File: config.mk
export PLATFORM = sky130hd
export DESIGN_NAME = cache_arbiter
export DESIGN_NICKNAME = d
export VERILOG_FILES = /design/src/rtl/cache_arbiter.sv
export SDC_FILE = /design/constraint.sdc
export NUM_CORES = 1
export LEC_CHECK = 0
export BUFFER_PORTS_ARGS = -buffer_cell sky130_fd_sc_hd__buf_2
export CAP_MARGIN = 20
export CORE_MARGIN = 2
export CORE_UTILIZATION = 48
export DETAILED_ROUTE_END_ITERATION = 10
export GPL_ROUTABILITY_DRIVEN = 0
export PLACE_DENSITY = 0.93
export SLEW_MARGIN = 10
export SYNTH_ARGS = -nofsm -noshare
export SYNTH_HDL_FRONTEND = slang
export SYNTH_SLANG_ARGS = --single-unit
File: constraint.sdc
create_clock -name clk -period 4 [get_ports clk]
set_clock_uncertainty 0.05 [all_clocks]
set_input_delay 0.4 -clock clk [delete_from_list [all_inputs] [get_ports clk]]
set_output_delay 0.4 -clock clk [all_outputs]
set_load 0.01 [all_outputs]
File: src/rtl/cache_arbiter.sv
// ----------------------------------------------------------------------------
// cache_arbiter
//
// Shares a single cache port between two requesters: port 0 (instruction
// fetch, read-only) and port 1 (data load/store). One access at a time is
// presented to the cache on c_addr/c_rw/c_wdata with c_ce held high until the
// cache raises c_odv. The requester then gets a 1-cycle ack and the read data.
// A watchdog aborts an access the cache never completes and flags it with err.
// Every access ends with a mandatory c_ce-low cycle (ACK) before the next one.
//
// Optional feature macro: ARB_RR_EN
//   defined   : round-robin between the ports when both request together
//   undefined : fixed priority, port 1 (data) wins a tie
//
// Parameters
//   d_width   data bus width
//   a_width   address width
//   wd_limit  max BUSY cycles without c_odv before the access is aborted
//
// Ports
//   clk      clock, all state updates on the rising edge
//   clr      synchronous active-high clear
//   req      req[i]=1 : port i requests, held stable until ack[i]
//   addr0    port 0 address
//   addr1    port 1 address
//   rw1      port 1 direction, 1=read 0=write
//   wdata1   port 1 write data
//   ack      one-hot 1-cycle completion pulse per port
//   err      1-cycle pulse alongside ack when the watchdog aborted the access
//   rdata    read data, valid in the ack cycle, held until the next ack
//   c_addr   cache address
//   c_rw     cache direction, 1=read 0=write
//   c_wdata  cache write data
//   c_ce     cache chip enable
//   c_rdata  cache read data
//   c_odv    cache output data valid
//   busy     1 whenever an access is in flight (state != IDLE)
// ----------------------------------------------------------------------------
module cache_arbiter #(
    parameter int d_width  = 8,
    parameter int a_width  = 8,
    parameter int wd_limit = 15
) (
    input  logic               clk,
    input  logic               clr,
    input  logic [1:0]         req,
    input  logic [a_width-1:0] addr0,
    input  logic [a_width-1:0] addr1,
    input  logic               rw1,
    input  logic [d_width-1:0] wdata1,
    output logic [1:0]         ack,
    output logic               err,
    output logic [d_width-1:0] rdata,
    output logic [a_width-1:0] c_addr,
    output logic               c_rw,
    output logic [d_width-1:0] c_wdata,
    output logic               c_ce,
    input  logic [d_width-1:0] c_rdata,
    input  logic               c_odv,
    output logic               busy
);

    typedef enum logic [1:0] {
        ST_IDLE,
        ST_BUSY,
        ST_ACK
    } state_t;

    // Watchdog fires on the BUSY cycle where the counter has reached this value.
    localparam logic [3:0] WD_LAST = 4'(wd_limit - 1);

    state_t             state,     nxt_state;
    logic               gnt,       nxt_gnt;
    logic [3:0]         wd,        nxt_wd;
    logic [1:0]         nxt_ack;
    logic               nxt_err;
    logic [d_width-1:0] nxt_rdata;
    logic [a_width-1:0] nxt_c_addr;
    logic               nxt_c_rw;
    logic [d_width-1:0] nxt_c_wdata;
    logic               nxt_c_ce;
    logic               winner;

`ifdef ARB_RR_EN
    logic               last_gnt,  nxt_last_gnt;
`endif

    assign busy = (state != ST_IDLE);

    // Arbitration: on a tie the round-robin build grants the port that did not
    // win last time; the fixed build always favours the data port.
    always_comb begin
        winner = req[1];
`ifdef ARB_RR_EN
        if (req == 2'b11) begin
            winner = ~last_gnt;
        end
`endif
    end

    // Next-state and next-output logic. All cache-side outputs are registered
    // so the cache sees glitch-free, stable inputs for the whole access.
    always_comb begin
        nxt_state   = state;
        nxt_gnt     = gnt;
        nxt_wd      = wd;
        nxt_ack     = 2'b00;
        nxt_err     = 1'b0;
        nxt_rdata   = rdata;
        nxt_c_addr  = c_addr;
        nxt_c_rw    = c_rw;
        nxt_c_wdata = c_wdata;
        nxt_c_ce    = 1'b0;
`ifdef ARB_RR_EN
        nxt_last_gnt = last_gnt;
`endif

        case (state)
            ST_IDLE: begin
                if (req != 2'b00) begin
                    nxt_c_addr = winner ? addr1 : addr0;
                    // Port 0 is fetch-only, so it can never issue a write.
                    nxt_c_rw   = winner ? rw1 : 1'b1;
                    if (winner) begin
                        nxt_c_wdata = wdata1;
                    end
                    nxt_c_ce  = 1'b1;
                    nxt_gnt   = winner;
                    nxt_wd    = 4'd0;
                    nxt_state = ST_BUSY;
`ifdef ARB_RR_EN
                    nxt_last_gnt = winner;
`endif
                end
            end

            ST_BUSY: begin
                nxt_c_ce = 1'b1;
                if (c_odv) begin
                    // Capture c_rdata even on writes; the cache defines what it returns.
                    nxt_c_ce  = 1'b0;
                    nxt_rdata = c_rdata;
                    nxt_ack   = gnt ? 2'b10 : 2'b01;
                    nxt_state = ST_ACK;
                end else begin
                    nxt_wd = wd + 4'd1;
                    if (wd == WD_LAST) begin
                        nxt_c_ce  = 1'b0;
                        nxt_ack   = gnt ? 2'b10 : 2'b01;
                        nxt_err   = 1'b1;
                        nxt_state = ST_ACK;
                    end
                end
            end

            ST_ACK: begin
                // One cycle with c_ce low so the cache drops odv and does not
                // mistake a back-to-back issue for a continuation.
                nxt_state = ST_IDLE;
            end

            default: begin
                nxt_state = ST_IDLE;
            end
        endcase
    end

    // State and output registers with synchronous clear.
    always_ff @(posedge clk) begin
        if (clr) begin
            state   <= ST_IDLE;
            gnt     <= 1'b0;
            wd      <= 4'd0;
            ack     <= 2'b00;
            err     <= 1'b0;
            rdata   <= '0;
            c_addr  <= '0;
            c_rw    <= 1'b1;
            c_wdata <= '0;
            c_ce    <= 1'b0;
        end else begin
            state   <= nxt_state;
            gnt     <= nxt_gnt;
            wd      <= nxt_wd;
            ack     <= nxt_ack;
            err     <= nxt_err;
            rdata   <= nxt_rdata;
            c_addr  <= nxt_c_addr;
            c_rw    <= nxt_c_rw;
            c_wdata <= nxt_c_wdata;
            c_ce    <= nxt_c_ce;
        end
    end

`ifdef ARB_RR_EN
    // Last-grant history; clears to port 1 so the first tie goes to port 0.
    always_ff @(posedge clk) begin
        if (clr) begin
            last_gnt <= 1'b1;
        end else begin
            last_gnt <= nxt_last_gnt;
        end
    end
`endif

endmodule
==> metrics.cfg <==
[synthesis]
synth_simple_gate_area_share_pct=14.7
synth_cells=141
ys_warn_count=0
synth_top_family_by_area=multiplexers
synthMuxAreaShare_pct=16.9
yosysTopAreaCell=dfxtp_1
synth_compound_area_share_pct=11.1
synth_fp_nets=181
ys_async_sr_fraction_pct=0
synthTopCellsByCount=dfxtp_1 (36), mux2i_1 (24), nor2_1 (21)
synth-seq-cells=36
synthXorXnorAreaFrac_pct=1.23
synthAdderAreaFrac_pct=1.76
synthTopCellsByArea=dfxtp_1 (51%), mux2i_1 (17%), nor2_1 (5.5%)
ys_types=28
synth_edf_count=0
synth_most_common_cell=dfxtp_1
synthFlopType=dfxtp_1
syn_avg_cell_area_um2=10.1
synth_top_cell_area_share_pct=50.7
yosysSeqAreaShare_pct=50.7
netlist_area_um2=1420

[sta]
final.setup.tns_ns=0
hold_viol=0
period_needed_ns=2.12
finalSetupViolCount=0
fin_crit_sh_pct=53.0
slew_headroom_pct=45.8
holdWs_ns=0.232
worst_pin_slew_ns=0.811
rsz0062_at_grt=no
fmax_ghz=0.472
drv_slew=0

[clock_tree]
post_cts_buffers=0
tritoncts=built
cts_buffers=5
clockRootBuffer=clkbuf_4
clock_sinks=36
htreeDepth=2
cts.reportedPaths.clkPinSlew_ns=0.11
cts_repair_resize_count=0
clock_latency_ns=0.34
postCtsHoldBufs=0
cts_buffer_depth=2

[final_layout]
area_growth_pct=29.6
utilization_pct=66.3
diodes=0
nets=246
layout-drive-gt1-share_pct=38.6

[global_routing]
grt_first_pass_wirelength_um=5300
antenna_found_initial=0
grt_use_total_pct=20.3
grt_max_degree=36
grt_overflow=0
grt_pass1_vias=1244

[drt]
num_vias=1244
drt_iter0_markers=33
remaining_drc_errors=0
ant_nets=0
routed_via_density=5.23
drt-pass1-iter-count=4
routedWlPerCell_um=13.3
drt_wl_total_um=3170

[min_path]
min_delay_path_depth=3
min_path_type=in2reg

[power_and_ir_drop]
peakVddDrop_v=0.000422
powerDensity_nw_per_um2=423
p_leak_nw=0.927
p_total_mw=0.779

[placed_design]
hpwl_um=2340
portBuffers=67

[critical_path]
worst-path-stages=4
slowest_delay_ns=0.67
endpoint_kind=flop
arrival_ns=2.26
worst_setup_path_start_kind=flop
critPathRequiredTime_ns=4.14
r2r_cells=4
critPathMaxFanout=12
path_cells=nor2_1 -> inv_1 -> nor2_1 -> a211oi_1
critical_path_buf_inv_count=1
cp_slowest_cell=nor2_1
rrSetupSlack_ns=1.88
path_class=reg2reg
cp_top_family=simple AND/OR/NAND/NOR gates
worst_path_most_repeated_cell=nor2_1

[floorplanning]
die_h_um=58.4
io_pins=68
dieArea_um2=3420
start_util_pct=51.1
core-area_um2=2780
die_x_um=58.4
std_cell_rows=19

[job]
cap_violations=0

[status]
status=complete, no violations

cell families (layout without fill, tap and decap cells):
| family | Yosys count | in the layout |
|---|---|---|
| AOI/OAI and AO/OA | 25 | 25 |
| muxes | 24 | 24 |
| DFF | 36 | 36 |
| buffers and inverters | 13 | 79 |
| and+or+nand+nor | 39 | 39 |
| xor gates and xnor gates | 2 | 2 |
| adders and majority gates | 2 | 2 |
cell type report:
class | count | area (um^2)
Clock buffer | 5 | 37.5
Clock inverter | 3 | 42.5
Fill cell | 228 | 938
Inverter | 3 | 11.3
Multi-Input combinational cell | 92 | 649
Sequential cell | 36 | 721
Tap cell | 31 | 38.8
Timing Repair Buffer | 68 | 343
flip-flops by register name, summed over array words and instances, names as in the netlist:
signal / cells
rdata: 8
ack: 2
c_rw: 1
c_ce: 1
state: 2
err: 1
wd: 4
c_wdata: 8
gnt: 1
c_addr: 8
routing by layer:
metal,global-route usage [%],vias up,share of wire [%]
met2,34.0,42,50
met1,24.1,571,43
li1,-,626,-
met5,0,-,0
met4,8.31,0,0.82
met3,6.15,5,6.1
worst min-delay path: stages:
cell	delay [ns]
buf_2	0.07
mux2i_1	0.05
nor2_1	0.07
report_power, final:
part	switching, mW	internal [mW]	total [mW]
Clock	0.126	0.130	0.256
Combinational	0.0681	0.0586	0.127
Sequential	0.0138	0.382	0.396
cells in the final DEF (no fill, tap or decap):
master and n:
a211oi_1 9, a21oi_1 10, a22oi_1 1, a31oi_1 1
and2_1 1, and4bb_2 1, buf_2 67, buf_4 1
bufinv_16 1, clkbuf_4 5, clkinv_2 1, clkinvlp_4 1
dfxtp_1 36, ha_1 2, inv_1 3, mux2i_1 24
nand2_1 1, nand3_1 2, nand3b_1 1, nor2_1 21
nor2b_1 2, nor3_1 3, nor3b_1 1, nor3b_2 1
nor4b_2 1, o21ai_0 2, o21bai_1 1, o41ai_1 1
or2_2 1, or3_1 2, or3b_1 1, xnor2_1 2
path summary, 6_finish.rpt:
path	from	endpoint
max	state[1]	c_addr[6]
min	c_rdata[5]	rdata[5]
max reg2reg	state[1]	c_addr[6]
min reg2reg	gnt	ack[0]
stage by stage:
step / cells / setup slack [ns] / area (um^2)
2_1_floorplan: 141 / 2.55 / 1420
3_3_place_gp: 230 / 2.02 / 1760
3_5_place_dp: 230 / 1.95 / 1760
4_1_cts: 238 / 1.92 / 1840
5_1_grt: 238 / 1.66 / 1840
6_report: 238 / 1.88 / 1840
(Power assumes the default switching activity.)
